[src/rtl/fp_regfile_sb.sv]
// fp_regfile_sb: 32-entry single-precision FP register file with busy-bit scoreboard.
// Two combinational read ports feed the FP adder operands. The write port takes
// the adder result at writeback and bypasses it to same-cycle readers. The
// scoreboard stalls issue while a source or destination has a write in flight.
module fp_regfile_sb #(
  parameter int NUM_REGS = 32,
  parameter int ADDR_W   = 5,
  parameter int DATA_W   = 32,
  parameter int FTZ      = 1
) (
  input  logic                clk,
  input  logic                rst,
  input  logic [ADDR_W-1:0]   rs1_addr,
  input  logic [ADDR_W-1:0]   rs2_addr,
  output logic [DATA_W-1:0]   rs1_data,
  output logic [DATA_W-1:0]   rs2_data,
  input  logic                we,
  input  logic [ADDR_W-1:0]   wr_addr,
  input  logic [DATA_W-1:0]   wr_data,
  input  logic                issue_valid,
  input  logic [ADDR_W-1:0]   issue_rd,
  input  logic                issue_uses_rs2,
  output logic                stall,
  output logic [NUM_REGS-1:0] busy_vec
);

  // Flush-to-zero: a zero exponent field (zero or denormal) keeps only the sign.
  function automatic logic [DATA_W-1:0] ftz_value(input logic [DATA_W-1:0] v);
    if ((FTZ != 0) && (v[DATA_W-2 -: 8] == 8'd0))
      return {v[DATA_W-1], {(DATA_W-1){1'b0}}};
    return v;
  endfunction

  logic [DATA_W-1:0]   regs [NUM_REGS];
  logic [DATA_W-1:0]   wr_value;
  logic [NUM_REGS-1:0] wr_onehot;
  logic [NUM_REGS-1:0] eff_busy;
  logic [NUM_REGS-1:0] busy_nxt;
  logic                accept;

  // Value actually committed, shared by the storage write and the bypass path.
  always_comb begin
    wr_value = ftz_value(wr_data);
  end

  // Read ports: a write landing this cycle is forwarded ahead of the array.
  always_comb begin
    rs1_data = regs[rs1_addr];
    rs2_data = regs[rs2_addr];
    if (we && (wr_addr == rs1_addr)) rs1_data = wr_value;
    if (we && (wr_addr == rs2_addr)) rs2_data = wr_value;
  end

  // A register completing writeback this cycle counts as ready for issue.
  always_comb begin
    wr_onehot = '0;
    if (we) wr_onehot[wr_addr] = 1'b1;
    eff_busy = busy_vec & ~wr_onehot;
  end

  // Issue hazard check: RAW on either used source, WAW on the destination.
  always_comb begin
    stall  = issue_valid &&
             (eff_busy[rs1_addr] ||
              (issue_uses_rs2 && eff_busy[rs2_addr]) ||
              eff_busy[issue_rd]);
    accept = issue_valid && !stall;
  end

  // Next scoreboard state: writeback clears first, so an accepted issue to
  // the same register leaves its bit set.
  always_comb begin
    busy_nxt = busy_vec;
    if (we)     busy_nxt[wr_addr]  = 1'b0;
    if (accept) busy_nxt[issue_rd] = 1'b1;
  end

  // Register array storage; reset clears every entry and overrides writeback.
  always_ff @(posedge clk) begin
    if (rst) begin
      for (int i = 0; i < NUM_REGS; i++) regs[i] <= '0;
    end else if (we) begin
      regs[wr_addr] <= wr_value;
    end
  end

  // Scoreboard register; reset discards every in-flight write.
  always_ff @(posedge clk) begin
    if (rst) busy_vec <= '0;
    else     busy_vec <= busy_nxt;
  end

endmodule

[config.mk]
export PLATFORM = sky130hd
export DESIGN_NAME = fp_regfile_sb
export DESIGN_NICKNAME = d
export VERILOG_FILES = /design/src/rtl/fp_regfile_sb.sv
export SDC_FILE = /design/constraint.sdc
export NUM_CORES = 2
export LEC_CHECK = 0
export ABC_AREA = 1
export CORE_MARGIN = 5
export CORE_UTILIZATION = 50
export CTS_CLUSTER_DIAMETER = 60
export DETAILED_ROUTE_END_ITERATION = 10
export PLACE_DENSITY = 0.67
export SYNTH_ARGS = -nofsm -noshare
export SYNTH_HDL_FRONTEND = slang
export SYNTH_SLANG_ARGS = --single-unit
export TNS_END_PERCENT = 50
[constraint.sdc]
create_clock -name clk -period 4.59 [get_ports clk]
set_input_delay 0.6885 -clock clk [delete_from_list [all_inputs] [get_ports clk]]
set_output_delay 0.6885 -clock clk [all_outputs]
set_load 0.005 [all_outputs]
After elaboration in Yosys (flattened, before gate mapping) --
Memories as Yosys holds them, arrays and structs flattened. Cells that the tools add are included. Widths: inputs -> output; s select.
Operators by class: add/sub/neg operators 0, $mul 0, divide/modulo/power cells 0, order comparisons 6, equality and inequality tests 2, shifts and indexed selects 0, mux-type cells 26, bitwise gates (word level) 5, reduce and logical (&&, ||, !) cells 12
Operators with widths (number):
- $mux 32 | 8
- $and 32x32->32 | 2
- $not 32->32 | 2
- $or 32x32->32 | 1
- $reduce_or 32->1 | 1
- $lt 5x6->1 const B | 4
- $bmux 1 s5 | 3
- $mux 1 | 12
- $demux 1 s5 | 2
- $eq 5x5->1 | 2
- $ge 5x1->1 const B | 2
- $logic_not 8->1 | 1
- $logic_and 1x1->1 | 7
- $mux 5 | 1
- $logic_or 1x1->1 | 2
- $logic_not 1->1 | 1
Storage, ports and cells: flip-flop bits (word level) 32, bits in latches 0, RAM bits 1024, bits in read-only memories 0, bits of input ports 57, output and inout bits 97, word-level logic and storage cells 53, memories kept 1
Memory list:
- regs | words 32, width 32, read ports 2, clocked after memory_dff 0, wr ports 32, line 34 | logic [DATA_W-1:0] regs [NUM_REGS];

Depth between registers and ports, before layout --
depth after elaboration 16, gate-level depth with buffers 17, mapped depth without buffers 15

Worst setup path before layout --
OpenSTA, ideal clock, no wires.
path type input to register, from input port wr_addr[1], to memory regs[4][0], enable pin, setup time 466 ps, arrival 3420 ps, data required time 4124 ps, setup slack 705 ps, stages 4, path buffers 1, cells stage by stage buf_4 nor2_1 nand2_1 o21ai_0
RTL lines:
- start, declared | line 18 | input logic [ADDR_W-1:0] wr_addr,
- end, declared | line 34

Final worst setup path --
from input port wr_data[29], to output port rs1_data[10]
On the way: longest elaborated chain between the ends 4
Ends and longest elaborated chain:
- start, declared | line 19 | input logic [DATA_W-1:0] wr_data,
- $logic_not 8->1 | line 29 | if ((FTZ != 0) && (v[DATA_W-2 -: 8] == 8'd0))
- $mux 1 | line 29
- $mux 32 | line 31 | return v;
- $mux 32 | line 50 | if (we && (wr_addr == rs1_addr)) rs1_data = wr_value;
- end, declared | line 15 | output logic [DATA_W-1:0] rs1_data,
No other way between the ends.

==> flow_summary.yaml <==
routing:
  dr.first_iter.drc_count: 10400
  wirelength_um: 249000
  vias_per_cell: 6.93
  routedWlPerCell_um: 30.3
  dr.pass1.iters: 8
  num_vias: 57100
  ant_nets: 0
  drc: 0
grt:
  grt-ovfl-total: 0
  antenna_found_initial: 7
  grt_pass1_vias: 53200
  use_met3_pct: 11.4
  grt_first_pass_wirelength_um: 354000
  grt_usage_pct: 39.4
  busiest_layer: "met2"
  grtUsageMet2_pct: 57.7
  met1_usage_pct: 50.1
  grt_start_max_net_pins: 106
clock_tree:
  cts-root-buf: "clkbuf_16"
  cts_tree: "built"
  clk_latency_ps: 710
  holdBufCountCts: 0
  cts_buffers: 117
  clockBufferDepth: 3
  cts_resized: 0
  clk_pin_slew_ps: 60
  cts_setup_buffers: 0
  clock-sinks: 1056
  htree_levels: 3
finish:
  syn_to_final_growth_pct: 14.1
  multi_input_area_sq_um: 22500
  seq_area_sq_um: 31400
  drive_above_1_share_pct: 8.48
  layout_common_cells: "nor2_1 (2166), o21ai_0 (1404), edfxtp_1 (1024)"
  layout_commonest_cell: "nor2_1"
  nNetsFinal: 6691
  fillCellCount: 9824
power_and_ir_drop:
  leakagePower_nw: 22.4
  vdd_drop_max_v: 0.000357
  power.density_nw_per_um2: 369
synth:
  synth_nets: 6788
  synth.top_cell.area_share_pct: 54.0
  synthTopCellsByArea: "edfxtp_1 (54%), nor2_1 (14%), o21ai_0 (12%), o22ai_1 (4.3%), clkbuf_1 (4.0%)"
  synth_area_leader_cell: "edfxtp_1"
  synth_seq_area_share_pct: 55.1
  synth_cell_type_count: 27
  syn_area_sq_um: 57000
  avgSynthCellArea_sq_um: 8.46
  synthCells: 6731
  ys_seq_elements: 1056
  yosysWarnings: 0
sta:
  relSlewSlack_pct: 17.7
  fin_crit_sh_pct: 99.3
  clock_skew_ps: 7.28
  setup_tns_ps: 0
  worst_pin_slew_ps: 1230
  fmax_mhz: 219
  hold_viol: 0
  setup_violations: 0
  period_minus_slack_ps: 4560
  rsz0062_at_grt: "no"
  slew_violations: 0
  setup_slack_ps: 30.5
die:
  fp.dieW_um: 348
  fp.dieH_um: 348
  rows: 123
  initial_utilization_pct: 50.5
  die_area_sq_um: 121000
  core_sq_um: 113000
  ios: 154
worst_setup_path:
  cp_max_fo: 14
  end_kind: "output pin"
  crit_arrival_ps: 3870
  worstSetupPathType: "primary input to output pin"
  required_ps: 3900
  startpoint_type: "primary input"
place:
  port_buffers: 153
  pre_cts_ws_ps: 181
  post-dp-hpwl_um: 144000
  place_congestion: 0.959
run:
  maxCapViolCount: 0
run_status:
  outcome: "finished, final reports clean"
hold_path:
  hold_class: "flop to flop"
## Yosys cell counts (all sizes together)
master / number
a211oi: 2
a21boi: 1
a21oi: 222
buf: 70
clkbuf: 607
clkinv: 15
dfxtp: 32
edfxtp: 1024
inv: 169
nand2: 198
nand3: 210
nand4: 33
nor2: 2172
nor3: 5
o211ai: 84
o21ai: 1406
o221ai: 75
o22ai: 390
o32ai: 12
xor2: 4
## through the flow
stage               std cells  util, %  area [sq um]  power (W)  hold WS, ps
floorplan                6731        -         57000     0.0132          489
detailed placement       8015     54.3         61300     0.0148          544
CTS                      8231     57.6         65000     0.0238          553
global route             8231     57.6         65000     0.0245          589
finish                   8233     57.6         65000     0.0240          547
global placement         8015     54.3         61300     0.0148          531
## layer usage
| metal | up-vias | share of wire, % | routed length, um |
|---|---|---|---|
| met5 | - | 0.044 | 110 |
| li1 | 23500 | - | - |
| met1 | 26600 | 33 | 82700 |
| met4 | 16 | 9.0 | 22500 |
| met2 | 5580 | 42 | 104000 |
| met3 | 1377 | 16 | 40000 |
## state kept, by name (all words and copies together) (netlist names)
name and count:
regs 1024, busy_vec 32
## path summary, 6_finish.rpt
check            endpoint          from  cells after the start  slack, ps
max          rs1_data[10]   wr_data[29]                      9         30
min          busy_vec[19]  busy_vec[19]                      2        550
max reg2reg  busy_vec[17]  busy_vec[20]                     12       2410
min reg2reg  busy_vec[19]  busy_vec[19]                      2        550
## worst max-delay path: stages
cell	delay, ps
clkdlybuf4s50_1	470
clkinv_1	210
nand3_1	320
nor3_1	110
clkinv_1	230
buf_4	320
nand2_1	160
o22ai_1	670
clkdlybuf4s50_1	650
## power by group
| part | switching [W] | total (W) | internal, W |
|---|---|---|---|
| Combinational | 0.00242 | 0.00346 | 0.00104 |
| Clock | 0.00408 | 0.00918 | 0.00510 |
| Sequential | 0.000254 | 0.0113 | 0.0111 |
| Total | 0.00676 | 0.0240 | 0.0172 |
## cells by family (layout without fill, tap and decap cells)
family,after synthesis,after routing,synth area share (%)
buf+inv,861,861,5.83
compound gates,2192,2192,21.1
xor+xnor,4,4,0.0615
other cells,0,2,0
flops,1056,1056,55.1
simple gates,2618,2618,17.9
## area by class of cell
cell class                 count  area share, %
sequential                  1056           48.3
clock inverter                74          0.940
multi-input combinational   4814           34.6
clock buffer                 142           4.68
antenna                        2        0.00770
inverter                     184           1.12
timing repair buffer         461           7.47
tap                         1500           2.89
Power figures use the tool's default switching activity.
